## src/rtl/coleco_ctrl_pkg.sv

```systemverilog
// coleco_ctrl_pkg
// Shared definitions for the ColecoVision controller scanner:
//   - scan FSM state encoding
//   - controller pin bit positions within the 7-bit pin vector
//   - CPU view (mode) encoding
//   - idle (nothing pressed) snapshot value and read-byte packing helper
package coleco_ctrl_pkg;

  typedef enum logic [2:0] {
    ST_IDLE     = 3'd0,
    ST_ARM_DRV  = 3'd1,
    ST_ARM_SMP  = 3'd2,
    ST_GAP_A    = 3'd3,
    ST_FIRE_DRV = 3'd4,
    ST_FIRE_SMP = 3'd5,
    ST_GAP_F    = 3'd6
  } scan_state_t;

  // Pin vector order is {P9,P7,P6,P4,P3,P2,P1}
  localparam int PIN_P1   = 0;
  localparam int PIN_P2   = 1;
  localparam int PIN_P3   = 2;
  localparam int PIN_P4   = 3;
  localparam int PIN_P6   = 4;
  localparam int PIN_P7   = 5;
  localparam int PIN_P9   = 6;
  localparam int FIRE_BIT = PIN_P6;

  localparam logic MODE_KEYPAD = 1'b0;
  localparam logic MODE_JOY    = 1'b1;

  localparam logic [6:0] PINS_IDLE = 7'h7F;

  // CPU read byte: bit 7 is always high, remaining bits are the pins
  function automatic logic [7:0] pack_read(input logic [6:0] pins);
    return {1'b1, pins};
  endfunction

endpackage

```

## src/rtl/ctrl_debounce.sv

```systemverilog
// ctrl_debounce
// One 7-bit controller snapshot. On each sample strobe the synchronized
// pins are offered; the stable snapshot changes only after DEBOUNCE_COUNT
// consecutive identical samples.
// Build option: CTRL_SCAN_DEBOUNCE_EN. When undefined, the snapshot simply
// takes every sample and DEBOUNCE_COUNT has no effect.
// Ports:
//   clk     system clock
//   rstn    asynchronous active-low reset
//   smp     one-cycle sample strobe
//   din     synchronized pin sample
//   stable  debounced snapshot
module ctrl_debounce
  import coleco_ctrl_pkg::*;
#(
  parameter int DEBOUNCE_COUNT = 4
) (
  input  logic       clk,
  input  logic       rstn,
  input  logic       smp,
  input  logic [6:0] din,
  output logic [6:0] stable
);

`ifdef CTRL_SCAN_DEBOUNCE_EN
  localparam logic [3:0] DC4 = 4'(DEBOUNCE_COUNT);

  logic [6:0] cand;
  logic [3:0] cnt;
  logic [3:0] cnt_inc;

  // Saturate so a long-held value never wraps back through DC4
  assign cnt_inc = (cnt == 4'hF) ? cnt : cnt + 4'd1;

  always_ff @(posedge clk or negedge rstn) begin
    if (!rstn) begin
      cand   <= PINS_IDLE;
      cnt    <= 4'd0;
      stable <= PINS_IDLE;
    end else if (smp) begin
      if (din == cand) begin
        cnt <= cnt_inc;
        if (cnt_inc >= DC4) stable <= din;
      end else begin
        cand <= din;
        cnt  <= 4'd1;
        // A new value is already "DEBOUNCE_COUNT in a row" when the count is 1
        if (DEBOUNCE_COUNT == 1) stable <= din;
      end
    end
  end
`else
  logic [3:0] unused_dc;
  assign unused_dc = 4'(DEBOUNCE_COUNT);

  always_ff @(posedge clk or negedge rstn) begin
    if (!rstn) begin
      stable <= PINS_IDLE;
    end else if (smp) begin
      stable <= din;
    end
  end
`endif

endmodule

```

## src/rtl/coleco_ctrl_scanner.sv

```systemverilog
// coleco_ctrl_scanner
// Autonomous scanner for the shared controller common lines. Alternately
// pulls CP5 (joystick) and CP8 (keypad) low, lets the pins settle, samples
// both ports and keeps four debounced snapshots the CPU can read at any time.
// An interrupt is raised when either joystick fire button becomes pressed.
// Build option: CTRL_SCAN_DEBOUNCE_EN (see ctrl_debounce).
// Ports:
//   clk, rstn            clock, asynchronous active-low reset
//   scan_en              run scanning (checked at the end of each scan pair)
//   mode_wr, mode_sel    CPU mode write (0 keypad view, 1 joystick view)
//   rd_req, rd_player    CPU read strobe and player select
//   rd_data, rd_valid    read byte and its one-cycle valid strobe
//   c1, c2               raw asynchronous controller pins, active low
//   cp5_arm, cp8_fire    registered common lines, active low
//   irq_n, irq_ack       level interrupt and its clear strobe
module coleco_ctrl_scanner
  import coleco_ctrl_pkg::*;
#(
  parameter int SETTLE_CYCLES  = 16,
  parameter int DEBOUNCE_COUNT = 4
) (
  input  logic       clk,
  input  logic       rstn,
  input  logic       scan_en,
  input  logic       mode_wr,
  input  logic       mode_sel,
  input  logic       rd_req,
  input  logic       rd_player,
  output logic [7:0] rd_data,
  output logic       rd_valid,
  input  logic [6:0] c1,
  input  logic [6:0] c2,
  output logic       cp5_arm,
  output logic       cp8_fire,
  output logic       irq_n,
  input  logic       irq_ack
);

  localparam int CW = (SETTLE_CYCLES > 1) ? $clog2(SETTLE_CYCLES) : 1;
  localparam logic [CW-1:0] SETTLE_LAST = CW'(SETTLE_CYCLES - 1);

  logic [6:0]  c1_meta, c1_sync, c2_meta, c2_sync;
  scan_state_t state, state_next;
  logic [CW-1:0] settle_cnt, settle_next;
  logic        cp5_next, cp8_next;
  logic        mode;
  logic [6:0]  snap [4];   // index {mode, player}: 0/1 fire p1/p2, 2/3 arm p1/p2
  logic [1:0]  fire_prev;
  logic [1:0]  fire_fall;
  logic        pending;

  always_ff @(posedge clk or negedge rstn) begin
    if (!rstn) begin
      c1_meta <= PINS_IDLE;
      c1_sync <= PINS_IDLE;
      c2_meta <= PINS_IDLE;
      c2_sync <= PINS_IDLE;
    end else begin
      c1_meta <= c1;
      c1_sync <= c1_meta;
      c2_meta <= c2;
      c2_sync <= c2_meta;
    end
  end

  always_ff @(posedge clk or negedge rstn) begin
    if (!rstn) begin
      state      <= ST_IDLE;
      settle_cnt <= '0;
      cp5_arm    <= 1'b1;
      cp8_fire   <= 1'b1;
    end else begin
      state      <= state_next;
      settle_cnt <= settle_next;
      cp5_arm    <= cp5_next;
      cp8_fire   <= cp8_next;
    end
  end

  always_comb begin
    state_next  = state;
    settle_next = '0;
    case (state)
      ST_IDLE:     if (scan_en) state_next = ST_ARM_DRV;
      ST_ARM_DRV: begin
        if (settle_cnt == SETTLE_LAST) state_next = ST_ARM_SMP;
        else settle_next = settle_cnt + 1'b1;
      end
      ST_ARM_SMP:  state_next = ST_GAP_A;
      ST_GAP_A:    state_next = ST_FIRE_DRV;
      ST_FIRE_DRV: begin
        if (settle_cnt == SETTLE_LAST) state_next = ST_FIRE_SMP;
        else settle_next = settle_cnt + 1'b1;
      end
      ST_FIRE_SMP: state_next = ST_GAP_F;
      ST_GAP_F:    state_next = scan_en ? ST_ARM_DRV : ST_IDLE;
      default:     state_next = ST_IDLE;
    endcase
    // Commons are decoded from the next state so the registered outputs
    // line up exactly with the state they belong to; the gap states keep
    // the two lines from ever overlapping.
    cp5_next = !((state_next == ST_ARM_DRV)  || (state_next == ST_ARM_SMP));
    cp8_next = !((state_next == ST_FIRE_DRV) || (state_next == ST_FIRE_SMP));
  end

  genvar gi;
  generate
    for (gi = 0; gi < 4; gi++) begin : g_snap
      logic smp_i;
      assign smp_i = (gi >= 2) ? (state == ST_ARM_SMP) : (state == ST_FIRE_SMP);
      ctrl_debounce #(
        .DEBOUNCE_COUNT (DEBOUNCE_COUNT)
      ) u_deb (
        .clk    (clk),
        .rstn   (rstn),
        .smp    (smp_i),
        .din    ((gi % 2 == 1) ? c2_sync : c1_sync),
        .stable (snap[gi])
      );
    end
  endgenerate

  // Non-blocking update gives the read the pre-write mode and pre-update snapshot
  always_ff @(posedge clk or negedge rstn) begin
    if (!rstn) begin
      rd_data  <= 8'hFF;
      rd_valid <= 1'b0;
      mode     <= MODE_KEYPAD;
    end else begin
      rd_valid <= rd_req;
      if (rd_req)  rd_data <= pack_read(snap[{mode, rd_player}]);
      if (mode_wr) mode <= mode_sel;
    end
  end

  assign fire_fall = fire_prev & ~{snap[3][FIRE_BIT], snap[2][FIRE_BIT]};

  always_ff @(posedge clk or negedge rstn) begin
    if (!rstn) begin
      fire_prev <= 2'b11;
      pending   <= 1'b0;
    end else begin
      fire_prev <= {snap[3][FIRE_BIT], snap[2][FIRE_BIT]};
      if (|fire_fall)   pending <= 1'b1;
      else if (irq_ack) pending <= 1'b0;
    end
  end

  assign irq_n = ~pending;

endmodule

```

## config.mk

```make
export PLATFORM = sky130hd
export DESIGN_NAME = coleco_ctrl_scanner
export DESIGN_NICKNAME = d
export VERILOG_FILES = /design/src/rtl/coleco_ctrl_pkg.sv /design/src/rtl/ctrl_debounce.sv /design/src/rtl/coleco_ctrl_scanner.sv
export SDC_FILE = /design/constraint.sdc
export NUM_CORES = 1
export LEC_CHECK = 0
export BUFFER_PORTS_ARGS = -buffer_cell sky130_fd_sc_hd__buf_2
export CAP_MARGIN = 20
export CORE_MARGIN = 5
export CORE_UTILIZATION = 40
export CTS_CLUSTER_SIZE = 20
export DETAILED_ROUTE_END_ITERATION = 10
export HOLD_SLACK_MARGIN = 0.15
export PLACE_DENSITY_LB_ADDON = 0.3
export SYNTH_ARGS = -nofsm -noshare
export SYNTH_HDL_FRONTEND = slang
export SYNTH_SLANG_ARGS = --single-unit
```

## constraint.sdc

```tcl
create_clock -name clk -period 1.5 [get_ports clk]
set_clock_uncertainty 0.2 [all_clocks]
set_input_delay 0 -clock clk [delete_from_list [all_inputs] [get_ports clk]]
set_output_delay 0 -clock clk [all_outputs]
set_load 0.005 [all_outputs]
```

## Word-level counts from Yosys, hierarchy flattened

Index checks and enable logic that the tools add are counted.

| cells by class | value |
|---|---|
| $lt $le $gt $ge | 1 |
| muxes and demuxes | 12 |
| bitwise gates (word level) | 4 |
| eq/ne operators | 11 |
| reduce and logical (&&, ||, !) cells | 8 |
| add/sub/neg operators | 1 |

Operators by type and width:

| kind | count |
|---|---|
| $pmux W3 S7 | 1 |
| $eq A3 B3 Y1 const B | 5 |
| $bmux W7 S2 | 1 |
| $mux W7 | 2 |
| $eq A3 B2 Y1 const B | 3 |
| $mux W3 | 3 |
| $mux W4 | 2 |
| $eq A3 B1 Y1 const B | 2 |
| $add A4 B1 Y4 const B | 1 |
| $eq A4 B4 Y1 const B | 1 |
| $reduce_or A2 Y1 | 2 |
| $ge A3 B3 Y1 const B | 1 |
| $logic_not A3 Y1 | 1 |
| $mux W1 | 3 |
| $not A2 Y3 | 1 |
| $and A2 B2 Y2 | 1 |
| $logic_not A1 Y1 | 2 |
| $logic_or A1 B1 Y1 | 2 |
| $not A2 Y2 | 1 |
| $reduce_bool A2 Y1 | 1 |
| $not A1 Y1 | 1 |

| storage, ports and cells | value |
|---|---|
| input port bits | 22 |
| logic and storage cells | 54 |
| output and inout bits | 12 |
| register bits after elaboration | 77 |

## Depth between registers and ports, before layout

| logic depth | value |
|---|---|
| depth after elaboration | 6 |
| gate-level depth with buffers | 5 |
| mapped depth without buffers | 4 |

## Modules after synthesis

From an unflattened synthesis, not the netlist that was laid out.

| unflattened totals | value |
|---|---|
| cell total of the unflattened synthesis | 189 |
| area total of the unflattened synthesis | 3,034.2 um2 |

By module, submodules not included:

| module | cells each | area an instance (um2) | seq. area each (um2) | instances |
|---|---|---|---|---|
| coleco_ctrl_scanner | 129 | 1,833.0 | 1,275.0 | 1 |
| ctrl_debounce | 15 | 300.3 | 183.9 | 4 |

## Least setup slack after synthesis

OpenSTA, ideal clock, no wires.

| timing path | value |
|---|---|
| kind | register to register |
| start point | register state[0] |
| end point | register g_snap[2].u_deb.stable[0] |
| cell stages (with the launch flop) | 5 |
| arrival | 1.298 ns |
| library setup time | 0.082 ns |
| path slack | -0.080 ns |
| cell sequence | dfrtp_1 buf_6 nor3b_4 buf_12 mux2_4 |

| on the way | value |
|---|---|
| longest elaborated chain between the ends | 1 |

RTL lines:

| element | RTL line | text |
|---|---|---|
| from (decl) | coleco_ctrl_scanner.sv:43 | `scan_state_t state, state_next;` |
| from (signal assigned) | coleco_ctrl_scanner.sv:73 | `state <= state_next;` |
| $eq A3 B2 Y1 | coleco_ctrl_scanner.sv:110 | `assign smp_i = (gi >= 2) ? (state == ST_ARM_SMP) : (state == ST_FIRE_SMP);` |
| to (signal assigned) | ctrl_debounce.sv:60 | `stable <= din;` |
| to (decl) | ctrl_debounce.sv:22 | `output logic [6:0] stable` |

No other way between the ends.
A chain may end at the register's enable or synchronous reset.

## Final worst setup path

| timing path | value |
|---|---|
| start point | register state[0] |
| end point | register g_snap[3].u_deb.stable[2] |

| on the way | value |
|---|---|
| longest elaborated chain between the ends | 1 |

RTL lines:

| element | RTL line |
|---|---|
| $eq A3 B2 Y1 | coleco_ctrl_scanner.sv:110 |
| to (signal assigned) | ctrl_debounce.sv:60 |
| to (decl) | ctrl_debounce.sv:22 |

No other way between the ends.

==> metrics.md <==
| Metric | Value |
|---|---|
| Predominant post-synthesis flop cell | dfstp_2 |
| VDD IR max | 0.000888 V |
| Setup TNS | 0 ns |
| Crit path kind | reg2reg |
| Worst Path Required | 1.58 ns |
| Setup Fix Bufs, Post-CTS | 0 |
| Fillers | 605 |
| Syn Std Cell Area | 2980 sq um |
| FF+latch count, synth | 77 |
| Area share of the largest cell type after synthesis | 59.2% |
| Fin nets | 290 |
| Synth Instances | 189 |
| Iter 0 DRT Violations | 65 |
| Reg-to-reg endpoint | g_snap[3].u_deb.stable[2] |
| Met3 usage | 4.30% |
| GR peak layer | met2 |
| # rows | 31 |
| Clock transition at the registers of the reported paths | 0.08 ns |
| Worst EP arrival | 1.54 ns |
| Crit path launch type | flip-flop |
| Met2 global-route usage | 19.9% |
| Leakage | 1.63 nW |
| RSZ-0062 raised after global routing | false |
| # diodes | 0 |
| Worst slack, placed | 0.0341 ns |
| CTS Sinks | 77 |
| Vias | 1681 |
| Num CTS Buffers | 9 |
| Count of different cell masters after synthesis | 33 |
| DRT Pass-1 Iters | 4 |
| Min Hold Slack | -0.0667 ns |
| Port Buffers | 32 |
| Drc violations | 0 |
| Core footprint | 7250 sq um |
| Final worst-path setup slack | 0.0437 ns |
| Layout overhead on the synthesized area | 29.1% |
| First-pass GRT wire length | 8520 um |
| I/O Pins | 34 |
| Slew Limit Fails | 0 |
| CTS tree | built |
| Grt total ovfl | 0 |
| Ranking of synthesized cells by area | dfstp_2 (59%), mux2_2 (10%), dfrtp_1 (8.4%) |
| Vias per cell | 4.53 |
| Worst r2r src | state[0] |
| Initial antenna violation count | 0 |
| Fin crit share | 97.1% |
| Violations in the final reports | hold timing |
| Htree depth | 3 |
| Largest net degree at the start of global routing | 33 |
| Placer congestion estimate | 0.774 |
| FF-to-FF path depth | 3 |
| Average wire per standard cell | 13.6 um |
| Area of the die | 9260 sq um |
| Fmax | 687 MHz |
| P per Cell Area | 1760 nW/um^2 |
| Setup-failing EPs final | 0 |
| Dpl hpwl | 3160 um |
| Clock Latency Late Sink | 0.35 ns |
| Number of flops mapped to enable cells by yosys | 0 |
| Syn_nets | 212 |
| Post-synthesis sequential area ratio | 67.6% |
| Vias in the first global route | 1772 |
| Status | finished with violations |
| Die Y | 96.2 um |
| GR Util All Layers | 12.7% |
| Max Fanout on Critical Path | 15 |
| Syn_area_per_cell | 15.7 sq um |
| CTS Root Cell | clkbuf_8 |
| Total Wirelength | 5030 um |
| Ys async rst share | 100% |
| Fin crit period | 1.46 ns |
| Yosys warns | 0 |
| Worst min path class | in2async |
| Final ANT Viol Nets | 0 |
| Initial Util | 41.0% |
| Critical Path End Type | flip-flop |
| Fin. Hold Viols | 7 |
| Fraction of layout cells with a size suffix above 1 | 59.2% |
| Bufs on Longest Clock Path | 2 |
| Die X | 96.2 um |
| R2R Setup Slk | 0.04 ns |
| Max-cap violations | 0 |
| Core Util, Final | 53.0% |
| Met1 Resource Use GR | 15.3% |
| Most common cell after layout, fill and taps aside | dfstp_2 |
| Commonest cells after routing, fill and taps aside | dfstp_2 (67), dlygate4sd3_1 (36), buf_2 (31) |
| Yosys top cell by area | dfstp_2 |
[state kept, by name (all words and copies together), names as in the netlist]
name and flops:
c1_meta 7, cp8_fire 1, g_snap.u_deb.stable 28, rd_data 7, c2_meta 7, fire_prev 2
rd_valid 1, settle_cnt 4, pending 1, state 3, c2_sync 7, c1_sync 7
cp5_arm 1, mode 1
[power by group]
group	switching [mW]	total, mW	internal, mW	leakage [nW]
clock	0.751	1.57	0.817	0.0959
sequential	0.333	3.45	3.11	0.829
combinational	0.688	1.76	1.08	0.703
total	1.77	6.78	5.01	1.63
[cells in the mapped netlist, types with 2 or more instances]
| library cell | number |
|---|---|
| dfstp_2 | 67 |
| inv_1 | 5 |
| buf_4 | 2 |
| nand4b_1 | 2 |
| mux2_2 | 27 |
| nor2b_1 | 8 |
| nor2_1 | 4 |
| nand2_1 | 3 |
| o21ai_0 | 9 |
| buf_6 | 3 |
| nand2b_1 | 3 |
| mux2i_1 | 7 |
| nand3_1 | 2 |
| dfrtp_1 | 10 |
| mux2_4 | 9 |
| a21oi_1 | 10 |
| buf_2 | 2 |
[area by class of cell]
cell class / count / area [sq um] / share of cell area, %
flip-flops and latches: 77 / 2010 / 52.3
multi-input cells: 98 / 867 / 22.6
repair buffers: 76 / 621 / 16.2
clock inverters: 5 / 58.8 / 1.53
inverters: 5 / 18.8 / 0.489
clock buffers: 11 / 141 / 3.68
well taps: 99 / 124 / 3.22
[critical path, cell delays in order (launching register included)]
cell,delay [ns]
dfrtp_1,0.41
nor3b_4,0.24
buf_12,0.20
mux2_2,0.34
[worst max path at each step]
| stage | slack (ns) | start | endpoint |
|---|---|---|---|
| final | 0.04 | state[0] | g_snap[3].u_deb.stable[2] |
| after global routing | 0.003 | state[2] | g_snap[1].u_deb.stable[3] |
| after CTS | 0.01 | settle_cnt[0] | state[0] |
| after detailed placement | 0.03 | settle_cnt[1] | state[0] |
| after global placement | 0.07 | state[0] | g_snap[2].u_deb.stable[6] |
| after floorplan | -0.08 | state[0] | g_snap[2].u_deb.stable[0] |
[layer usage]
| metal | share of wire (%) | vias up |
|---|---|---|
| li1 | - | 807 |
| met1 | 44 | 828 |
| met2 | 49 | 36 |
| met3 | 5.1 | 10 |
| met4 | 2.3 | 0 |
| met5 | 0 | - |
[cells by family after synthesis]
| family | after synthesis | share of synthesized area [%] |
|---|---|---|
| and+or+nand+nor | 26 | 5.80 |
| AOI/OAI and AO/OA | 25 | 4.96 |
| buffers and inverters | 14 | 3.41 |
| adders and majority gates | 1 | 0.420 |
| other | 1 | 0.126 |
| xor gates and xnor gates | 2 | 0.589 |
| muxes | 43 | 17.1 |
| DFF | 77 | 67.6 |
[repair_timing]
| item | 4_1_cts | 5_1_grt |
|---|---|---|
| hold endpoints to repair | 103 | 8 |
| setup endpoints to repair | 0 | 13 |
| hold buffers | 36 | 1 |
| resized for setup | 0 | 3 |
[stage by stage]
step	std cells	total power [mW]	instance area, sq um
final	371	6.78	3840
after global routing	371	7.19	3840
after CTS	371	6.86	3830
after detailed placement	319	5.19	3270
after global placement	319	5.13	3270
after floorplan	189	4.72	2980
(Power assumes the default switching activity.)
